## config.mk

```make
export PLATFORM = sky130hd
export DESIGN_NAME = oam_dma
export DESIGN_NICKNAME = d
export VERILOG_FILES = /design/src/rtl/oam_dma.sv
export SDC_FILE = /design/constraint.sdc
export NUM_CORES = 1
export LEC_CHECK = 0
export CAP_MARGIN = 20
export CELL_PAD_IN_SITES_DETAIL_PLACEMENT = 0
export CELL_PAD_IN_SITES_GLOBAL_PLACEMENT = 1
export CORE_UTILIZATION = 37
export CTS_BUF_LIST = sky130_fd_sc_hd__clkbuf_8
export DETAILED_ROUTE_END_ITERATION = 8
export PLACE_DENSITY_LB_ADDON = 0.1
export SLEW_MARGIN = 20
export SYNTH_ARGS = -nofsm -noshare
export SYNTH_HDL_FRONTEND = slang
export SYNTH_SLANG_ARGS = --single-unit
```

## constraint.sdc

```tcl
create_clock -name clk -period 3.5 [get_ports clk]
set_input_delay 0.7 -clock clk [delete_from_list [all_inputs] [get_ports clk]]
set_output_delay 0.7 -clock clk [all_outputs]
set_load 0.01 [all_outputs]
```

## src/rtl/oam_dma.sv

```systemverilog
// oam_dma - sprite-attribute DMA engine (writer side of the OAM dual-port RAM).
//
// A $4014 write pulses start.  The engine then halts the CPU and copies one
// 256-byte page of CPU address space into OAM, starting at the captured
// OAMADDR and wrapping modulo the OAM size.  Each byte is one READ ce-cycle
// followed by one WRITE ce-cycle.  An optional ALIGN cycle is inserted when
// the dummy cycle lands on an odd CPU cycle (2A03 timing: 513 or 514 cycles).
//
// Ports:
//   clk, rst     system clock, asynchronous active-high reset
//   ce           CPU cycle enable; the FSM only advances when ce=1
//   start        $4014 write strobe (qualified by ce)
//   page         source page, captured on start
//   oam_base     current OAMADDR, captured on start
//   odd_cycle    current CPU cycle is odd
//   cpu_halt     CPU stall request (registered)
//   busy         transfer in progress (registered)
//   done         one-clk pulse after the final write (registered)
//   src_rd       source read strobe
//   src_addr     source address {page, cnt}
//   src_din      source read data, valid the clk after src_rd
//   oam_we       OAM write enable
//   oam_addr     OAM write address
//   oam_dout     OAM write data
module oam_dma #(
   parameter int unsigned SRC_ADDR_WIDTH = 16,
   parameter int unsigned OAM_ADDR_WIDTH = 8,
   parameter int unsigned DATA_WIDTH     = 8
) (
   input  logic                      clk,
   input  logic                      rst,
   input  logic                      ce,
   input  logic                      start,
   input  logic [7:0]                page,
   input  logic [OAM_ADDR_WIDTH-1:0] oam_base,
   input  logic                      odd_cycle,
   output logic                      cpu_halt,
   output logic                      busy,
   output logic                      done,
   output logic                      src_rd,
   output logic [SRC_ADDR_WIDTH-1:0] src_addr,
   input  logic [DATA_WIDTH-1:0]     src_din,
   output logic                      oam_we,
   output logic [OAM_ADDR_WIDTH-1:0] oam_addr,
   output logic [DATA_WIDTH-1:0]     oam_dout
);

   typedef enum logic [2:0] {
      S_IDLE,
      S_HALT,
      S_ALIGN,
      S_READ,
      S_WRITE
   } state_t;

   state_t                    state_q, state_d;
   logic [7:0]                page_q, page_d;
   logic [OAM_ADDR_WIDTH-1:0] ptr_q, ptr_d;
   logic [7:0]                cnt_q, cnt_d;
   logic                      busy_q, busy_d;
   logic                      halt_q, halt_d;
   logic                      done_q, done_d;
   // src_rd was asserted in the previous clk, so src_din is valid now
   logic                      rd_d1_q;
   logic [DATA_WIDTH-1:0]     hold_q;

   // ---------------------------------------------------------------------
   // State register
   // ---------------------------------------------------------------------
   always_ff @(posedge clk or posedge rst) begin
      if (rst) begin
         state_q <= S_IDLE;
         page_q  <= '0;
         ptr_q   <= '0;
         cnt_q   <= '0;
         busy_q  <= 1'b0;
         halt_q  <= 1'b0;
         done_q  <= 1'b0;
         rd_d1_q <= 1'b0;
         hold_q  <= '0;
      end else begin
         state_q <= state_d;
         page_q  <= page_d;
         ptr_q   <= ptr_d;
         cnt_q   <= cnt_d;
         busy_q  <= busy_d;
         halt_q  <= halt_d;
         done_q  <= done_d;
         rd_d1_q <= src_rd;
         // Latch the read data in its single valid clk so that a write
         // delayed by ce gaps still sees the right byte.
         if (rd_d1_q) begin
            hold_q <= src_din;
         end
      end
   end

   // ---------------------------------------------------------------------
   // Next-state logic
   // ---------------------------------------------------------------------
   always_comb begin
      state_d = state_q;
      page_d  = page_q;
      ptr_d   = ptr_q;
      cnt_d   = cnt_q;
      busy_d  = busy_q;
      halt_d  = halt_q;
      done_d  = 1'b0;
      if (ce) begin
         unique case (state_q)
            S_IDLE: begin
               if (start) begin
                  page_d  = page;
                  ptr_d   = oam_base;
                  cnt_d   = '0;
                  busy_d  = 1'b1;
                  halt_d  = 1'b1;
                  state_d = S_HALT;
               end
            end
            S_HALT:  state_d = odd_cycle ? S_ALIGN : S_READ;
            S_ALIGN: state_d = S_READ;
            S_READ:  state_d = S_WRITE;
            S_WRITE: begin
               ptr_d = ptr_q + OAM_ADDR_WIDTH'(1);
               cnt_d = cnt_q + 8'd1;
               if (cnt_q == '1) begin
                  busy_d  = 1'b0;
                  halt_d  = 1'b0;
                  done_d  = 1'b1;
                  state_d = S_IDLE;
               end else begin
                  state_d = S_READ;
               end
            end
            default: state_d = S_IDLE;
         endcase
      end
   end

   // ---------------------------------------------------------------------
   // Output decode
   // ---------------------------------------------------------------------
   always_comb begin
      src_rd   = ce && (state_q == S_READ);
      oam_we   = ce && (state_q == S_WRITE);
      src_addr = SRC_ADDR_WIDTH'({page_q, cnt_q});
      oam_addr = ptr_q;
      oam_dout = rd_d1_q ? src_din : hold_q;
      cpu_halt = halt_q;
      busy     = busy_q;
      done     = done_q;
   end

endmodule
```

==> results.md <==
- Summed over its instances, the top area cell type makes up 52.7% of the synthesized netlist area.
- The number of buffer cells added on primary ports is 65.
- The sum of negative setup slack is 0 ns.
- The worst path uses 91.6% of the clock period.
- The start point of the critical path is ce.
- The final cell area excluding filler cells is 0.00257 sq mm.
- The final worst-path setup slack is 0.293 ns.
- In this run, the number of DRC markers left after iteration 0 of detailed routing was 50.
- The total half-perimeter wirelength after legalization and detailed placement is 2870 um.
- The net count of the mapped netlist is 193.
- The pre-antenna-repair detailed-routing pass consisted of 4 iterations.
- The H-tree was split into 2 levels.
- The max-cap violation count is 0.
- The number of enable flip-flop cells after synthesis is 0.
- The vias per cell is 5.20.
- The worst register-to-register path begins at state_q[0].
- The clock input transition at the sequential cells of the worst setup and hold paths is 0.07 ns.
- The cell total after placement is 277.
- The number of slew-limit violations in the final report is 0.
- From synthesis to final layout, the design area changed by 42.6%.
- The vertical extent of the die is 71.8 um.
- The tightest min-delay check is of the flip-flop to flip-flop type.
- The hold violation count in the final report is 0.
- The area of combinational cells with multiple inputs is 783 sq um.
- Hold repair after CTS inserted 0 buffers.
- For the finished layout, the period the worst path requires is 3.21 ns.
- In this run the most critical hold path is launched from hold_q[4].
- Buffers inserted during clock tree synthesis total 5.
- The later pin in the worst-skew pair is clocked with a latency of 0.29 ns.
- The worst-case IR drop observed on VDD is 0.000322 V.
- After detailed routing, the total wire length is 3920 um.
- In the routed design, unresolved DRC markers number 0.
- In this run, post-CTS repair resized a total of 0 instances.
- The proportion of register bits with asynchronous set or reset after synthesis is 100%.
- The share of layout cells above drive strength 1 is 14.4%.
- STA classifies the critical path endpoint as an output pin.
- The die area is 0.00516 sq mm.
- The horizontal extent of the die is 71.8 um.
- At the end of the flow, the number of nets in the layout was 261.
- At the end of routability-driven placement, the weighted congestion stood at 0.731.
- The buffer type at the clock tree root is clkbuf_8.
- Measured against its own limit, the worst slew margin works out to 38.3%.
- The count of state elements after synthesis is 38.
- For this design the top-level I/O count stands at 66.
- The clock drives 38 sinks.
- Synthesis produced 162 cells.
- In the layout the commonest cells are clkdlybuf4s50_1 (65), dfrtp_1 (38), nand2_1 (15), o21ai_0 (14), nor2_1 (13).
- The buffers inserted during post-CTS setup optimization is 0.
- The wire length of the first global-routing pass is 6440 um.
- The most frequent standard cell in the layout excluding fill and tap cells is clkdlybuf4s50_1.
- The core region is 0.00469 sq mm.
- STA classifies the critical path startpoint as a primary input.
- The analysis attributes to cell leakage a power of 1.05 nW.
- Once the floorplan was initialized, standard cells occupied 38.5% of the core.
- The count of endpoints failing setup in the final report is 0.
- The area of the mapped netlist is 0.00180 sq mm.
- The floorplan has 25 rows.
- TritonCTS built the clock tree.
- The cell area reported after detailed placement is 0.00249 sq mm.
- The power per unit of standard cell area is 766 mW/mm^2.
- The design draws 1.97 mW.
- The final route contains 1471 vias.
- By area the synthesized netlist is led by dfrtp_1 (53%), mux2_2 (7.5%), o21ai_0 (3.9%), mux2_4 (3.3%), nand2_1 (3.1%).
- The via count of the first global-routing pass is 1412.
- Each instance of the synthesized netlist takes up on average 11.1 sq um.
- The total routing resource utilization after global routing is 16.3%.
- The average wire per cell in the routed design is 13.9 um.
- In this run, distinct cell masters in the synthesized netlist total 45.
- For the worst setup path, the data arrival time is 2.51 ns.
- The final antenna diode count is 0.
- Leaving out filler cells and counting taps, the final layout contains 283.
- For the worst setup path, the data required time is 2.80 ns.
- In this run the worst path has a maximum fanout of 6.
- For the pin with the worst max-slew slack, the measured transition is 0.921 ns.
- Prior to clock tree synthesis, the placed netlist has a worst setup slack of 0.284 ns.
- The flow ran to the end, and the final reports show no timing, DRC or antenna violations.
- Setup repair after global routing left no endpoint under its margin.
- The detail route stage leaves a number of antenna-violating nets equal to 0.
- The classification of the worst setup path is primary input to output pin.
- The timing-limited maximum frequency is 0.312 GHz.
- The initial antenna violation count was 0.
- The maximum number of pins on one net before global-route repair is 22.
- Across the whole layout, storage elements account for 951 sq um.
- For this run, the number of Yosys warnings is 0.
- The most used flip-flop cell after synthesis is dfrtp_1.
- For this run the aggregate overflow at the end of global routing stands at 0.
- The clock passes through at most 2 buffers.
- Counting the fill cells in the layout gives 415.
- For the final database, setup skew stands at 0.00684 ns.
- Of all cell types, the one taking the most synthesized area is dfrtp_1.
- The sequential cell area fraction in the yosys report is 52.7%.
[sequential cells by signal, summed over array words and instances, names as in the netlist]
signal    cells
done          1
state_q       3
cpu_halt      1
oam_addr      8
rd_d1_q       1
page_q        8
cnt_q         8
hold_q        8
[critical path, cell delays in order]
cell and delay [ns]:
clkdlybuf4s50_1 0.55, or3b_1 0.37, or2_1 0.26, inv_2 0.09, clkdlybuf4s50_1 0.53
[cells in the mapped netlist, drive strengths merged (2+ instances only)]
library cell,instances
or3b,2
ha,2
o22ai,2
mux2,16
nor2,14
and2,2
o21ai,14
a2bb2oi,3
buf,6
or2,2
nor3b,3
dfrtp,38
nand4,2
inv,4
xnor2,4
nand3,6
nand2,15
a21oi,8
nor4,3
nor3,2
[worst paths after layout]
| path | endpoint | slack, ns | cells past startpoint |
|---|---|---|---|
| max reg2reg | page_q[7] | 1.50 | 5 |
| max | oam_we | 0.29 | 5 |
| min in group asynchronous | oam_addr[6] | 0.82 | 2 |
| max in group asynchronous | hold_q[4] | 1.92 | 3 |
| min reg2reg | hold_q[4] | 0.49 | 1 |
| min | hold_q[4] | 0.49 | 1 |
[report_power, final]
group / switching (mW) / total [mW] / internal, mW / leakage, nW
Clock: 0.146 / 0.298 / 0.152 / 0.0431
Combinational: 0.351 / 0.896 / 0.545 / 0.542
Sequential: 0.156 / 0.777 / 0.621 / 0.468
Total: 0.653 / 1.97 / 1.32 / 1.05
[cell families (layout without fill, tap and decap cells)]
logic type,after synthesis,count (layout),synth area share (%)
AND/OR/NAND/NOR,55,55,16.3
buffers and inverters,11,78,3.88
multiplexers,17,17,11.4
flip-flops,38,38,52.7
XOR/XNOR,5,5,2.43
adder cells (fa/ha/maj),2,2,1.39
AO/OA/AOI/OAI,34,34,11.9
[metal layers]
metal	part of all wire, %	track usage (%)
met4	1.4	5.88
met1	45	19.1
met5	0	0
met2	48	27.8
met3	5.9	5.34
[final cells by class]
| class | instances | area share, % |
|---|---|---|
| inverters | 4 | 0.584 |
| repair buffers | 68 | 26.2 |
| clock buffers | 6 | 3.21 |
| well taps | 54 | 2.63 |
| multi-input cells | 113 | 30.4 |
| flip-flops and latches | 38 | 37.0 |
[stage by stage]
step | hold WS, ns | utilization, %
final | 0.494 | 54.8
after global routing | 0.517 | 54.8
after CTS | 0.501 | 54.8
after detailed placement | 0.486 | 53.1
after global placement | 0.479 | 53.1
after floorplan | 0.513 | -
(Power assumes the default switching activity.)
